==> config.mk <==
export PLATFORM = sky130hd
export DESIGN_NAME = ctrl_unit_mc
export DESIGN_NICKNAME = d
export VERILOG_FILES = /design/src/rtl/ctrl_unit_mc.sv
export SDC_FILE = /design/constraint.sdc
export NUM_CORES = 1
export LEC_CHECK = 0
export CAP_MARGIN = 15
export CORE_AREA = 2 2 53 64
export DETAILED_ROUTE_END_ITERATION = 12
export DIE_AREA = 0 0 55 66
export PLACE_DENSITY = 0.78
export SLEW_MARGIN = 20
export SYNTH_ARGS = -nofsm -noshare
export SYNTH_HDL_FRONTEND = slang
export SYNTH_SLANG_ARGS = --single-unit
export TNS_END_PERCENT = 100
==> constraint.sdc <==
create_clock -name clk -period 2.5 [get_ports clk]
set_input_delay 0.5 -clock clk [delete_from_list [all_inputs] [get_ports clk]]
set_output_delay 0.5 -clock clk [all_outputs]
set_load 0.1 [all_outputs]
==> src/rtl/ctrl_unit_mc.sv <==
// ctrl_unit_mc: multicycle CPU control FSM with memory wait states, mult/div handshake and exceptions
module ctrl_unit_mc #(
    parameter int MEM_WAIT   = 2,
    parameter int RST_CYCLES = 1,
    parameter bit MD_EN      = 1'b1
) (
    input  logic       clk,
    input  logic       reset,
    input  logic       Overflow,
    input  logic       Negativo,
    input  logic       Zero,
    input  logic       EQ,
    input  logic       GT,
    input  logic       LT,
    input  logic [5:0] opcode,
    input  logic [5:0] funct,
    input  logic       md_done,
    output logic       pc_w,
    output logic [1:0] pc_src,
    output logic       mem_w,
    output logic       iord,
    output logic       ir_w,
    output logic       reg_w,
    output logic [1:0] reg_dst,
    output logic [1:0] mem_to_reg,
    output logic       reg_ab_w,
    output logic       aluOut_w,
    output logic       alu_src_a,
    output logic [1:0] alu_src_b,
    output logic [2:0] alu_op,
    output logic       md_start,
    output logic       md_op,
    output logic       epc_w,
    output logic [1:0] exc_code,
    output logic       rst_out,
    output logic [3:0] state_dbg
);
    typedef enum logic [3:0] {
        S_RST, S_FETCH, S_DECODE, S_EXEC, S_WB, S_MEM_ADDR, S_MEM_RD, S_MEM_WR,
        S_WB_MEM, S_BRANCH, S_JUMP, S_JR, S_LUI, S_MD_START, S_MD_WAIT, S_EXC
    } state_t;
    state_t state_q, state_d;
    logic [3:0] cnt_q, cnt_d;
    logic [1:0] exc_q, exc_d;
    logic md_op_q, md_op_d;
    logic is_r, last, unused;
    assign is_r = opcode == 6'h00;
    assign last = cnt_q == 4'(MEM_WAIT);
    assign unused = Negativo ^ Zero;
    assign exc_code = exc_q;
    assign md_op = md_op_q;
    assign state_dbg = state_q;
    always_comb begin
        state_d = state_q;
        md_op_d = md_op_q;
        pc_w = 1'b0;
        pc_src = 2'd0;
        mem_w = 1'b0;
        iord = 1'b0;
        ir_w = 1'b0;
        reg_w = 1'b0;
        reg_dst = 2'd0;
        mem_to_reg = 2'd0;
        reg_ab_w = 1'b0;
        aluOut_w = 1'b0;
        alu_src_a = 1'b0;
        alu_src_b = 2'd0;
        alu_op = 3'd0;
        md_start = 1'b0;
        epc_w = 1'b0;
        rst_out = 1'b0;
        case (state_q)
            S_RST: begin
                rst_out = 1'b1;
                state_d = cnt_q == 4'(RST_CYCLES - 1) ? S_FETCH : S_RST;
            end
            S_FETCH: begin
                ir_w = last;
                pc_w = last;
                alu_src_b = last ? 2'd1 : 2'd0;
                state_d = last ? S_DECODE : S_FETCH;
            end
            S_DECODE: begin
                reg_ab_w = 1'b1;
                aluOut_w = 1'b1;
                alu_src_b = 2'd3;
                case (opcode)
                    6'h00: case (funct)
                        6'h20, 6'h22, 6'h24: state_d = S_EXEC;
                        6'h08: state_d = S_JR;
                        6'h18, 6'h1A: state_d = MD_EN ? S_MD_START : S_EXC;
                        default: state_d = S_EXC;
                    endcase
                    6'h08: state_d = S_EXEC;
                    6'h23, 6'h2B: state_d = S_MEM_ADDR;
                    6'h04, 6'h05, 6'h06, 6'h07: state_d = S_BRANCH;
                    6'h02, 6'h03: state_d = S_JUMP;
                    6'h0F: state_d = S_LUI;
                    default: state_d = S_EXC;
                endcase
                md_op_d = state_d == S_MD_START ? funct == 6'h1A : md_op_q;
            end
            S_EXEC: begin
                alu_src_a = 1'b1;
                alu_src_b = is_r ? 2'd0 : 2'd2;
                alu_op = !is_r ? 3'd0 : funct == 6'h22 ? 3'd1 : funct == 6'h24 ? 3'd2 : 3'd0;
                aluOut_w = 1'b1;
                state_d = Overflow && !(is_r && funct == 6'h24) ? S_EXC : S_WB;
            end
            S_WB: begin
                reg_w = 1'b1;
                reg_dst = is_r ? 2'd1 : 2'd0;
                state_d = S_FETCH;
            end
            S_MEM_ADDR: begin
                alu_src_a = 1'b1;
                alu_src_b = 2'd2;
                aluOut_w = 1'b1;
                state_d = opcode == 6'h2B ? S_MEM_WR : S_MEM_RD;
            end
            S_MEM_RD: begin
                iord = 1'b1;
                state_d = last ? S_WB_MEM : S_MEM_RD;
            end
            S_MEM_WR: begin
                iord = 1'b1;
                mem_w = 1'b1;
                state_d = S_FETCH;
            end
            S_WB_MEM: begin
                reg_w = 1'b1;
                mem_to_reg = 2'd1;
                state_d = S_FETCH;
            end
            S_BRANCH: begin
                alu_src_a = 1'b1;
                alu_op = 3'd3;
                pc_src = 2'd1;
                pc_w = opcode[1] ? (opcode[0] ? GT : LT) : (opcode[0] ? !EQ : EQ);
                state_d = S_FETCH;
            end
            S_JUMP: begin
                pc_src = 2'd2;
                pc_w = 1'b1;
                reg_w = opcode[0];
                reg_dst = opcode[0] ? 2'd2 : 2'd0;
                mem_to_reg = opcode[0] ? 2'd2 : 2'd0;
                state_d = S_FETCH;
            end
            S_JR: begin
                alu_src_a = 1'b1;
                pc_w = 1'b1;
                state_d = S_FETCH;
            end
            S_LUI: begin
                reg_w = 1'b1;
                mem_to_reg = 2'd3;
                state_d = S_FETCH;
            end
            S_MD_START: begin
                md_start = 1'b1;
                state_d = S_MD_WAIT;
            end
            S_MD_WAIT: state_d = md_done ? S_FETCH : S_MD_WAIT;
            S_EXC: begin
                epc_w = 1'b1;
                pc_src = 2'd3;
                pc_w = 1'b1;
                state_d = S_FETCH;
            end
            default: state_d = S_RST;
        endcase
        // cause is captured on entry so it is already visible while EXC writes EPC
        exc_d = state_d == S_EXC ? (state_q == S_DECODE ? 2'd1 : 2'd2) : exc_q;
        cnt_d = state_d == state_q ? cnt_q + 4'd1 : 4'd0;
    end
    always_ff @(posedge clk) begin
        if (reset) begin
            state_q <= S_RST;
            cnt_q <= 4'd0;
            exc_q <= 2'd0;
            md_op_q <= 1'b0;
        end else begin
            state_q <= state_d;
            cnt_q <= cnt_d;
            exc_q <= exc_d;
            md_op_q <= md_op_d;
        end
    end
endmodule
==> insert_results.sql, run 1 <==
INSERT INTO impl_metrics (metric_group, metric, value, unit) VALUES
('run_status', 'status', 'completed', ''),
('floorplan', 'num_rows', '22', ''),
('placed_design', 'port-buffer-count', '46', ''),
('pwr', 'power_density', '335.6', 'nW/um^2'),
('clock_tree', 'clk_pin_slew', '0.06', 'ns'),
('min_path', 'timing.hold.worst.start', 'exc_code[0]$_SDFFE_PP0N_', ''),
('critical_path', 'setup.worst_path.start_class', 'input pin', ''),
('synthesis', 'syn-num-nets', '202', ''),
('timing', 'fin_setup_tns', '0', 'ns'),
('pwr', 'total_power', '0.7685', 'mW'),
('timing', 'worst_clk_skew', '0.0006891', 'ns'),
('min_path', 'hold_path_end', 'exc_code[0]$_SDFFE_PP0N_', ''),
('pwr', 'leakagePower', '0.8977', 'nW'),
('critical_path', 'critical_path.reg2reg.startpoint', 'state_dbg[3]$_SDFF_PP0_', ''),
('synthesis', 'synthDistinctLibCells', '55', ''),
('global_routing', 'antenna_found_initial', '0', ''),
('cells_and_area', 'num_antenna_cells', '0', ''),
('timing', 'final_hold_viol_count', '0', ''),
('detailed_routing', 'via_per_inst', '5.824', ''),
('critical_path', 'critical_path.n_buffers_inverters', '2', ''),
('critical_path', 'reg2reg_slack', '0.29', 'ns'),
('critical_path', 'required', '2.00', 'ns'),
('cells_and_area', 'finalNetCount', '261', ''),
('synthesis', 'post_synth_most_frequent_cells', 'sky130_fd_sc_hd__nor2_1, sky130_fd_sc_hd__nand2_1, sky130_fd_sc_hd__dfxtp_1, sky130_fd_sc_hd__nor3_1, sky130_fd_sc_hd__a21oi_1', ''),
('critical_path', 'r2r_end', 'exc_code[1]$_SDFFE_PP0N_', ''),
('detailed_routing', 'pre_repair_dr_iteration_count', '4', ''),
('synthesis', 'yosys_most_used_dff', 'sky130_fd_sc_hd__dfxtp_1', ''),
('timing', 'rsz0062_at_grt', 'true', ''),
('min_path', 'worst_hold_path.num_cells', '1', ''),
('detailed_routing', 'routed_wire_length_per_instance', '15.06', 'um'),
('timing', 'setup_viol', '0', ''),
('clock_tree', 'cts_inserted_buffers', '3', ''),
('global_routing', 'number_of_global_route_vias_before_repair', '1499', ''),
('clock_tree', 'clk_latency', '0.27', 'ns'),
('clock_tree', 'tritoncts', 'done', ''),
('timing', 'clock.fmax', '0.4068', 'GHz'),
('synthesis', 'async_reset_ff_share', '0', '%'),
('synthesis', 'synth_area_per_cell', '7.163', 'um^2'),
('synthesis', 'synth_top_cell_by_area', 'sky130_fd_sc_hd__dfxtp_1', ''),
('global_routing', 'globalRouteOverflowTotal', '0', ''),
('floorplan', 'initial_core_utilization', '42.11', '%'),
('critical_path', 'timing.critical_path.cells', 'dlygate4sd2_1 > or3_4 > nor2_4 > and4b_1 > nand3b_1 > a21oi_4 > buf_12', ''),
('critical_path', 'worst-r2r-cell-count', '6', ''),
('critical_path', 'worst-setup-path-type', 'in2out', ''),
('timing', 'maxSlewViolCount', '0', ''),
('flow_run', 'max_capacitance_violation_count', '0', ''),
('critical_path', 'crit_path_max_fanout', '2', ''),
('floorplan', 'top_level_ports', '50', ''),
('floorplan', 'design.core.area', '3028', 'um^2'),
('synthesis', 'synth-edff-count', '0', ''),
('placed_design', 'dpl.cell_count', '266', ''),
('detailed_routing', 'route.vias.total', '1584', ''),
('critical_path', 'cp_slowest_stage_delay', '0.41', 'ns'),
('floorplan', 'die_h', '66', 'um'),
('cells_and_area', 'finalCoreUtilization', '75.62', '%'),
('timing', 'timing.final.crit_share', '98.33', '%'),
('critical_path', 'cpMaxStageDelayCell', 'sky130_fd_sc_hd__or3_4', ''),
('pwr', 'vdd.ir_drop.worst', '0.3070', 'mV'),
('clock_tree', 'clockBufferDepth', '2', ''),
('detailed_routing', 'number_of_nets_with_antenna_violations_after_routing', '0', ''),
('synthesis', 'netlist_instances', '178', ''),
('detailed_routing', 'detail_route.iter0.violations', '58', ''),
('cells_and_area', 'layout-drive-gt1-share', '39.83', '%'),
('timing', 'time_the_worst_path_needs_with_i_o_delays_and_setup', '2.458', 'ns'),
('global_routing', 'track_usage', '24.83', '%'),
('critical_path', 'arrival', '1.96', 'ns'),
('synthesis', 'synth_most_common_cell', 'sky130_fd_sc_hd__nor2_1', ''),
('cells_and_area', 'finish.cell_count_without_fillers', '272', ''),
('clock_tree', 'cts_hold_repair.buffers', '0', ''),
('min_path', 'min_path_type', 'reg2reg', ''),
('placed_design', 'hpwlAfterDp', '3.240', 'mm');
==> power breakdown <==
group / switching (mW) / leakage, nW / internal (mW)
combinational: 0.250 / 0.791 / 0.163
clock: 0.0591 / 0.0150 / 0.0619
sequential: 0.0476 / 0.0917 / 0.187
==> cell families after synthesis <==
family / Yosys count / share of synthesized area (%)
buf+inv: 21 / 7.360
fa+ha+maj: 3 / 2.944
compound gates: 43 / 25.32
mux: 4 / 3.239
other cells: 1 / 0.2941
xor+xnor: 2 / 1.374
simple gates: 93 / 42.20
flops: 11 / 17.27
==> how the worst max path moves through the flow <==
| stage | cells after the start | slack (ns) | startpoint | endpoint |
|---|---|---|---|---|
| final | 7 | 0.04 | opcode[4] | alu_op[0] |
| after global routing | 7 | -0.007 | opcode[4] | alu_op[0] |
| after CTS | 8 | 0.01 | EQ | pc_w |
| after detailed placement | 9 | -0.23 | opcode[1] | cnt_q[3]$_SDFF_PP0_ |
| after global placement | 7 | -0.15 | opcode[0] | alu_op[0] |
| after floorplan | 5 | -0.07 | state_dbg[1]$_SDFF_PP0_ | mem_to_reg[1] |
==> per-stage QoR <==
step                      hold slack, ns  cell area [um^2]  worst slack, ns
after CTS                         0.5023              2248          0.01164
after global routing              0.5249              2290        -0.006936
after floorplan                   0.4515              1506         -0.07196
after global placement            0.4517              2213          -0.1486
after detailed placement          0.4850              2213          -0.2347
final                             0.5008              2290          0.04165
==> registers in the layout, summed over array words and instances (netlist names) <==
register   cells
state_dbg      4
exc_code       2
cnt_q          4
md_op          1
==> placed cells by master, fill, tap and decap left out, types with 3 or more instances in the layout <==
cell type                          n
sky130_fd_sc_hd__buf_4            31
sky130_fd_sc_hd__buf_12           19
sky130_fd_sc_hd__nor2_1           16
sky130_fd_sc_hd__nand2_1          12
sky130_fd_sc_hd__nor3_1            9
sky130_fd_sc_hd__clkdlybuf4s50_1   9
sky130_fd_sc_hd__dlygate4sd2_1     8
sky130_fd_sc_hd__nand2b_1          7
sky130_fd_sc_hd__o21ai_0           7
sky130_fd_sc_hd__dfxtp_1           7
sky130_fd_sc_hd__nor2b_1           6
sky130_fd_sc_hd__inv_1             6
sky130_fd_sc_hd__nand3_1           6
sky130_fd_sc_hd__nor2_4            5
sky130_fd_sc_hd__a21oi_1           5
sky130_fd_sc_hd__and4b_1           3
sky130_fd_sc_hd__a211oi_2          3
sky130_fd_sc_hd__o21a_1            3
sky130_fd_sc_hd__a21oi_4           3
sky130_fd_sc_hd__and3_1            3
sky130_fd_sc_hd__mux2i_1           3
sky130_fd_sc_hd__ha_1              3
sky130_fd_sc_hd__clkbuf_4          3
sky130_fd_sc_hd__dfxtp_4           3
==> routing by layer <==
| metal | up-vias | wire length [um] | GRT usage [%] |
|---|---|---|---|
| li1 | 765 | - | - |
| met1 | 744 | 1610 | 29.32 |
| met2 | 62 | 2201 | 44.20 |
| met3 | 13 | 189 | 1.810 |
| met4 | 0 | 96 | 10.37 |
| met5 | - | 0 | 0 |
==> worst reg2reg max path, delay by kind of cell (launching register included) <==
kind	cells	cell delay, ns
AO/OA/AOI/OAI	3	0.92
AND/OR/NAND/NOR	3	0.72
flip-flops	1	0.45
==> area by class of cell <==
cell class              instances  area (um^2)  area share (%)
multi-input cells             146         1174           51.26
repair buffers                 68        785.8           34.32
flip-flops and latches         11        232.7           10.16
well taps                      36        45.04           1.967
clock buffers                   4        26.28           1.148
inverters                       7        26.28           1.148
==> what timing repair did <==
action                     CTS  global route
setup buffers                1             1
pin swaps                    6             5
resized for setup           10             7
cloned                       0             0
setup endpoints to repair    5             9
Note: power is estimated with default switching activity, not from simulation.
==> inputs of run 2 (changes only) <==
- CORE_AREA: 2 2 53 64 -> 2 2 52 64
- CTS_BUF_LIST: not set -> sky130_fd_sc_hd__clkbuf_8
- DIE_AREA: 0 0 55 66 -> 0 0 54 66
- PLACE_DENSITY: 0.78 -> 0.8
==> run 2 against run 1 <==
Effect of this change:
- clock power is 39% higher
- register-to-register slack better by 0.03 ns
- combinational power shrank 4%
- critical path type unchanged
- largest cell class unchanged
==> insert_results.sql, run 2 (synthesized netlist as in run 1, its figures left out) <==
INSERT INTO impl_metrics (metric_group, metric, value, unit) VALUES
('critical_path', 'reg2reg_slack', '0.32', 'ns'),
('critical_path', 'arrival', '1.97', 'ns'),
('clock_tree', 'cts_inserted_buffers', '3', ''),
('placed_design', 'globalplace.congestion', '0.9421', ''),
('clock_tree', 'tritoncts', 'done', ''),
('critical_path', 'critical_path.n_buffers_inverters', '2', ''),
('min_path', 'timing.hold.worst.start', 'exc_code[0]$_SDFFE_PP0N_', ''),
('detailed_routing', 'route.vias.total', '1549', ''),
('timing', 'postLayoutSetupSlackWorst', '0.02903', 'ns'),
('pwr', 'power_density', '350.8', 'nW/um^2'),
('global_routing', 'grt_start_max_net_pins', '29', ''),
('clock_tree', 'cts_hold_repair.buffers', '0', ''),
('cells_and_area', 'layout_commonest_cell', 'sky130_fd_sc_hd__buf_4', ''),
('timing', 'maxSlewViolCount', '0', ''),
('critical_path', 'setup.worst_path.start_class', 'input pin', ''),
('detailed_routing', 'pre_repair_dr_iteration_count', '4', ''),
('timing', 'rsz0062_at_grt', 'true', ''),
('cells_and_area', 'finish.cell_count_without_fillers', '272', ''),
('cells_and_area', 'postLayoutCellArea', '2275', 'um^2'),
('critical_path', 'required', '2.00', 'ns'),
('placed_design', 'detailed_place.area', '2201', 'um^2'),
('timing', 'final_hold_viol_count', '0', ''),
('clock_tree', 'cts_max_level', '1', ''),
('global_routing', 'antenna_found_initial', '0', ''),
('clock_tree', 'clock_tree_sinks', '11', ''),
('clock_tree', 'ctsRootBufferMaster', 'sky130_fd_sc_hd__clkbuf_8', ''),
('placed_design', 'hpwlAfterDp', '3.183', 'mm'),
('timing', 'time_the_worst_path_needs_with_i_o_delays_and_setup', '2.471', 'ns'),
('cells_and_area', 'layout-drive-gt1-share', '38.14', '%'),
('cells_and_area', 'finalNetCount', '261', ''),
('placed_design', 'dpl.cell_count', '266', ''),
('critical_path', 'crit_family', 'simple AND/OR/NAND/NOR gates', ''),
('flow_run', 'max_capacitance_violation_count', '0', ''),
('floorplan', 'design.core.area', '2973', 'um^2'),
('critical_path', 'worst-r2r-cell-count', '8', ''),
('timing', 'slew_headroom', '60.91', '%'),
('critical_path', 'cpMaxStageDelayCell', 'sky130_fd_sc_hd__or3_4', ''),
('critical_path', 'critical_path.reg2reg.startpoint', 'cnt_q[0]$_SDFF_PP0_', ''),
('floorplan', 'die-width', '54', 'um'),
('detailed_routing', 'routed_wire_length_per_instance', '14.75', 'um'),
('placed_design', 'port-buffer-count', '46', ''),
('timing', 'timing.hold.ws', '0.4966', 'ns'),
('pwr', 'leakagePower', '0.8954', 'nW'),
('min_path', 'hold_path_end', 'exc_code[0]$_SDFFE_PP0N_', ''),
('floorplan', 'die_h', '66', 'um'),
('placed_design', 'dp_worst_setup_slack', '-0.2198', 'ns'),
('critical_path', 'cp_slowest_stage_delay', '0.39', 'ns'),
('min_path', 'min_path_type', 'reg2reg', ''),
('detailed_routing', 'routed_wl', '4.012', 'mm'),
('run_status', 'status', 'completed', ''),
('cells_and_area', 'num_antenna_cells', '0', ''),
('global_routing', 'track_usage', '24.04', '%'),
('clock_tree', 'clockBufferDepth', '2', ''),
('cells_and_area', 'layout_common_cells', 'sky130_fd_sc_hd__buf_4, sky130_fd_sc_hd__buf_12, sky130_fd_sc_hd__nor2_1', ''),
('critical_path', 'critical_path.startpoint', 'opcode[5]', ''),
('global_routing', 'globalRouteOverflowTotal', '0', ''),
('detailed_routing', 'via_per_inst', '5.695', ''),
('detailed_routing', 'post-route-drc-count', '0', ''),
('timing', 'clock.fmax', '0.4047', 'GHz'),
('floorplan', 'top_level_ports', '50', ''),
('critical_path', 'worst-setup-path-type', 'in2out', ''),
('timing', 'setup_viol', '0', ''),
('detailed_routing', 'number_of_nets_with_antenna_violations_after_routing', '0', ''),
('min_path', 'worst_hold_path.num_cells', '1', ''),
('global_routing', 'number_of_global_route_vias_before_repair', '1513', ''),
('floorplan', 'initial_core_utilization', '42.89', '%'),
('timing', 'worst-slew-pin-transition', '0.5851', 'ns'),
('cells_and_area', 'area_growth_syn_to_layout', '78.41', '%'),
('global_routing', 'grt_pass1_wl', '6.561', 'mm'),
('critical_path', 'r2r_end', 'cnt_q[2]$_SDFF_PP0_', ''),
('critical_path', 'crit_path_end_kind', 'output port', ''),
('clock_tree', 'clk_latency', '0.23', 'ns'),
('floorplan', 'num_rows', '22', ''),
('clock_tree', 'clk_pin_slew', '0.05', 'ns'),
('pwr', 'vdd.ir_drop.worst', '0.5658', 'mV'),
('detailed_routing', 'detail_route.iter0.violations', '50', ''),
('timing', 'worst_clk_skew', '0.005587', 'ns'),
('critical_path', 'timing.critical_path.cells', 'dlygate4sd2_1 > or3_4 > nor2_4 > and4b_1 > nand3b_1 > a21oi_4 > buf_12', ''),
('floorplan', 'die-area', '3564', 'um^2'),
('timing', 'timing.final.crit_share', '98.84', '%'),
('critical_path', 'crit_path_max_fanout', '2', '');
## run 2: worst max path at each step
stage | cells past startpoint | slack [ns] | to
after CTS | 7 | 0.007 | alu_op[0]
after global placement | 9 | -0.20 | exc_code[1]$_SDFFE_PP0N_
after global routing | 7 | -0.04 | alu_op[0]
final | 7 | 0.03 | alu_op[0]
after detailed placement | 9 | -0.22 | cnt_q[2]$_SDFF_PP0_
after floorplan | 5 | -0.07 | mem_to_reg[1]
## run 2: repair_timing
item | in CTS | in global routing
pin swaps | 6 | 6
buffers inserted | 2 | 0
resized for setup | 14 | 1
setup endpoints to repair | 5 | 9
hold endpoints to repair | 0 | 0
## run 2: stage by stage
stage                TNS, ns  utilization, %  power, mW
detailed placement    -1.936           74.03     0.6301
global route        -0.06914           76.52     0.8400
finish                     0           76.52     0.7979
global placement      -1.669           74.03     0.6189
floorplan            -0.2641               -     0.5254
CTS                        0           76.35     0.8005
## run 2: final cells by class
class,instances,area (um^2)
Timing Repair Buffer,68,769.5
Multi-Input combinational cell,146,1156
Clock buffer,3,41.29
Inverter,7,26.28
Tap cell,36,45.04
Clock inverter,1,3.754
Sequential cell,11,232.7
Fill cell,215,698.2
## run 2: metal layers
metal  up-vias  global-route usage (%)  share of wire (%)
met5         -                       0                  0
met1       709                   28.45                 41
met2        64                   42.99                 52
met3        10                   2.715                5.0
li1        766                       -                  -
met4         0                   8.750                1.3
## run 2: power by group
part / leakage (nW) / switching, mW / internal (mW)
clock: 0.0269 / 0.0604 / 0.107
sequential: 0.0917 / 0.0464 / 0.187
combinational: 0.777 / 0.244 / 0.153
==> variant 1 (flow settings as in run 1) <==
`MD_EN`: 1'b1 -> 1'b0.
--- a/src/rtl/ctrl_unit_mc.sv
+++ b/src/rtl/ctrl_unit_mc.sv
@@ -2,7 +2,7 @@
 module ctrl_unit_mc #(
     parameter int MEM_WAIT   = 2,
     parameter int RST_CYCLES = 1,
-    parameter bit MD_EN      = 1'b1
+    parameter bit MD_EN      = 1'b0
 ) (
     input  logic       clk,
     input  logic       reset,
Check against the original RTL: not equivalent (Yosys sat finds a counterexample within 10 cycles, from zero or initial values and one cycle with reset high).
==> variant 1 against run 1 <==
Routed wire length is 16% higher; via count is 7.3% higher; area after synthesis is 3.1% higher; design area is 6.9% higher; worst setup slack worse by 34 ps; sequential cell count stayed put; utilization is 5.2 points higher; maximum frequency is 1.4% lower; highest routed layer unchanged.
Power is not compared: it rests on default switching activity, and its combinational part moved more than twofold at a synthesized area within 25%.
==> variant 1: results (changes against run 1) <==
Hold WS 479.1 ps (-21.72 ps); routed vias 1699 (+7.3%); Data arrival, critical path 2680 ps (+720 ps); worst hold path class register to register; CP max FO 3 (+1); final worst setup slack 7.941 ps (-33.71 ps); met1 Usage GRT 0.3352 (+0.04197); Post-DP HPWL 3479 um (+7.4%); layout cells sized above 1 0.5403 (+0.1420); worst slack at placement -402.0 ps (-167.3 ps); worst reg-to-reg setup slack 70 ps (-220 ps); Syn Nets 198 (-2.0%); final WL 4770 um (+16%); Commonest cells post-synth nor2_1 (20), nand2_1 (14), a21oi_1 (11), dfxtp_1 (11); GPL Wtd Cong 0.8114 (-1.7%); Netlist cell types 65 (+18%); met3 Resource Use GR 0.02036 (+0.002262); Synth area leaders dfxtp_1 (17%), nor2_1 (5.7%), a21oi_1 (4.2%), nand2_1 (4.0%), nor2b_1 (3.3%); Cells after DPL 272 (+2.3%); overall routing resource usage 0.2781 (+0.02979); # fillers 194 (-9.8%); first-pass GRT wire length 7521 um (+11%); initial antenna violation count 0 (unchanged); largest net degree at the start of global routing 20 (-31%); run status completed; initial DRC count 64 (+10%); vias in the first global route 1621 (+8.1%); sequential area share after synthesis 0.1675 (-0.005259); Layout Skew 2.925 ps (+2.236 ps); Via density 5.982 (+2.7%); Post-Syn Instances 174 (-2.2%); dpl cell area 0.002297 mm2 (+3.8%)
[variant 1: cell count changes after synthesis, sizes merged, moves of 3 or more]
cell / run 1 / this run
nor3: 11 / 8
o21a: 3 / 0
a211oi: 6 / 3
and2: 1 / 5
o21ai: 10 / 4
[variant 1: path summary, 6_finish.rpt]
kind                   end    startpoint  depth (start not counted)
setup / recovery  cnt_q[0]       md_done                          9
hold reg to reg      md_op         md_op                          1
setup reg to reg  cnt_q[0]  state_dbg[2]                          8
hold / removal       md_op         md_op                          1
[variant 1: routing by layer]
layer / vias up / routed length [um]
met2: 80 / 2580
met3: 19 / 227
met4: 0 / 172
li1: 786 / -
met5: - / 0
met1: 814 / 1790
[variant 1: cell type report]
cell class | instances | area [um2] | share of cell area
sequential | 11 | 236.5 | 0.09663
inverter | 5 | 18.77 | 0.007669
clock buffer | 4 | 26.28 | 0.01074
tap | 36 | 45.04 | 0.01840
timing repair buffer | 82 | 847.1 | 0.3461
multi-input combinational | 146 | 1274 | 0.5204
[variant 1: critical path: stages]
cell and delay [ps]:
clkdlybuf4s50_1 490, buf_4 120, nand2_1 70, a21boi_1 230
a211oi_2 80, buf_4 150, and4_1 180, or4_4 560
nor4b_4 290
[variant 1: logic make-up after synthesis]
logic type,count (synthesis),synth area share
xor gates and xnor gates,3,0.01998
muxes,2,0.01617
AOI/OAI and AO/OA,38,0.2074
other,1,0.002852
DFF,11,0.1675
buffers and inverters,17,0.06754
adders and majority gates,3,0.02855
and+or+nand+nor,99,0.4900
[variant 1: repair_timing]
action,CTS,global route
setup endpoints to repair,13,11
gates resized for setup,18,28
gates cloned,0,0
pin swaps,10,16
hold buffers,0,0
endpoints found under the hold margin,0,0
setup buffers,3,5
==> variant 2 (settings of run 1) <==
Without the edit above. Put a register stage on the output `pc_src`. The value now appears one clock later. The other outputs are not delayed to match.
--- a/src/rtl/ctrl_unit_mc.sv
+++ b/src/rtl/ctrl_unit_mc.sv
@@ -39,6 +39,8 @@
         S_RST, S_FETCH, S_DECODE, S_EXEC, S_WB, S_MEM_ADDR, S_MEM_RD, S_MEM_WR,
         S_WB_MEM, S_BRANCH, S_JUMP, S_JR, S_LUI, S_MD_START, S_MD_WAIT, S_EXC
     } state_t;
+
+    logic [1:0] pc_src_d;
     state_t state_q, state_d;
     logic [3:0] cnt_q, cnt_d;
     logic [1:0] exc_q, exc_d;
@@ -54,7 +56,7 @@
         state_d = state_q;
         md_op_d = md_op_q;
         pc_w = 1'b0;
-        pc_src = 2'd0;
+        pc_src_d = 2'd0;
         mem_w = 1'b0;
         iord = 1'b0;
         ir_w = 1'b0;
@@ -135,12 +137,12 @@
             S_BRANCH: begin
                 alu_src_a = 1'b1;
                 alu_op = 3'd3;
-                pc_src = 2'd1;
+                pc_src_d = 2'd1;
                 pc_w = opcode[1] ? (opcode[0] ? GT : LT) : (opcode[0] ? !EQ : EQ);
                 state_d = S_FETCH;
             end
             S_JUMP: begin
-                pc_src = 2'd2;
+                pc_src_d = 2'd2;
                 pc_w = 1'b1;
                 reg_w = opcode[0];
                 reg_dst = opcode[0] ? 2'd2 : 2'd0;
@@ -164,7 +166,7 @@
             S_MD_WAIT: state_d = md_done ? S_FETCH : S_MD_WAIT;
             S_EXC: begin
                 epc_w = 1'b1;
-                pc_src = 2'd3;
+                pc_src_d = 2'd3;
                 pc_w = 1'b1;
                 state_d = S_FETCH;
             end
@@ -187,4 +189,8 @@
             md_op_q <= md_op_d;
         end
     end
+    always_ff @(posedge clk) begin
+        pc_src <= pc_src_d;
+    end
+
 endmodule
Check against the original RTL: not equivalent (Yosys sat finds a counterexample within 10 cycles, from zero or initial values and one cycle with reset high).
==> variant 2 against run 1 <==
The flow now finishes with violations (negative setup slack); register-to-register slack worse by 130 ps; sequential share of layout area up 1.1 points; worst setup slack worse by 370 ps; design area up 6.7%; sequential cell count up 2; power up 20%; routed wire length up 12%; clock skew up 2.2 ps; maximum frequency down 13%; highest routed layer unchanged; area after synthesis up 8.4%.
==> variant 2: results (changes against run 1) <==
Internal Power 0.4870 mW (+18%); met2 routed wirelength 2420 um (+10%); P_leak 0.9938 nW (+11%); final worst setup slack -332.7 ps (-374.4 ps); met2 Track Usage GR 0.4807 (+0.03869); Syn Nets 221 (+9.4%); largest net degree at the start of global routing 27 (-6.9%); Setup violations, final 8 (+8); met3 Resource Use GR 0.04072 (+0.02262); GPL Wtd Cong 0.9154 (+11%); Reg2Reg Launch Point cnt_q[0]; Hold WS 481.7 ps (-19.10 ps); met1 Usage GRT 0.3398 (+0.04661); Commonest cells post-synth nor2_1 (24), nand2_1 (15), dfxtp_1 (13), clkbuf_1 (11), nor3_1 (11); DR WL met3 257 um (+36%); RR Endpoint cnt_q[1]; FF-to-FF path depth 8 (+2); final worst path period need 2833 ps (+374.4 ps); run status finished, violations left; Via density 5.887 (+1.1%); worst slack at placement -693.4 ps (-458.7 ps); dpl cell area 0.002297 mm2 (+3.8%); failing checks negative setup slack; Layout Skew 2.873 ps (+2.184 ps); overall routing resource usage 0.2706 (+0.02224); routed vias 1766 (+11%)
variant 2: cell families (layout without fill, tap and decap cells):
| family | after synthesis | after routing | synth area share |
|---|---|---|---|
| adder cells (fa/ha/maj) | 3 | 3 | 0.02715 |
| other | 1 | 1 | 0.002712 |
| AND/OR/NAND/NOR | 106 | 106 | 0.4271 |
| buffers and inverters | 22 | 89 | 0.07420 |
| flip-flops | 13 | 13 | 0.1882 |
| AO/OA/AOI/OAI | 48 | 48 | 0.2525 |
| XOR/XNOR | 2 | 2 | 0.01267 |
| multiplexers | 2 | 2 | 0.01538 |
variant 2: timing repair:
action                     CTS  global route
setup endpoints to repair   14            11
gates resized for setup     24            15
buffers inserted             1             6
pin swaps                    6             9
gates cloned                 0             0
variant 2: worst max-delay path by stage:
stage | start | to | cells past startpoint
CTS | funct[3] | alu_op[0] | 7
detailed placement | funct[0] | cnt_q[1] | 7
floorplan | funct[0] | alu_op[0] | 5
global placement | funct[0] | alu_op[0] | 7
finish | funct[3] | alu_op[0] | 7
global route | funct[3] | alu_op[0] | 7
variant 2: worst max-delay path, cell delays in order:
cell and delay (ps):
buf_6 90, or4b_4 530, or4b_4 530, nor3_4 160
nand3b_1 150, a21oi_4 180, buf_12 190
variant 2: final cells by class:
type / instances / area (um2)
Multi-Input combinational cell: 162 / 1251
Timing Repair Buffer: 79 / 818.3
Fill cell: 219 / 585.6
Sequential cell: 13 / 275.3
Tap cell: 36 / 45.04
Clock buffer: 4 / 26.28
Inverter: 6 / 26.28
variant 2: power by group through the flow:
stage | sequential [mW] | clock [mW] | combinational (mW)
after floorplan | 0.287 | 0 | 0.329
after global placement | 0.281 | 0 | 0.483
after detailed placement | 0.283 | 0 | 0.491
after global routing | 0.285 | 0.136 | 0.542
after CTS | 0.278 | 0.130 | 0.490
final | 0.280 | 0.128 | 0.513
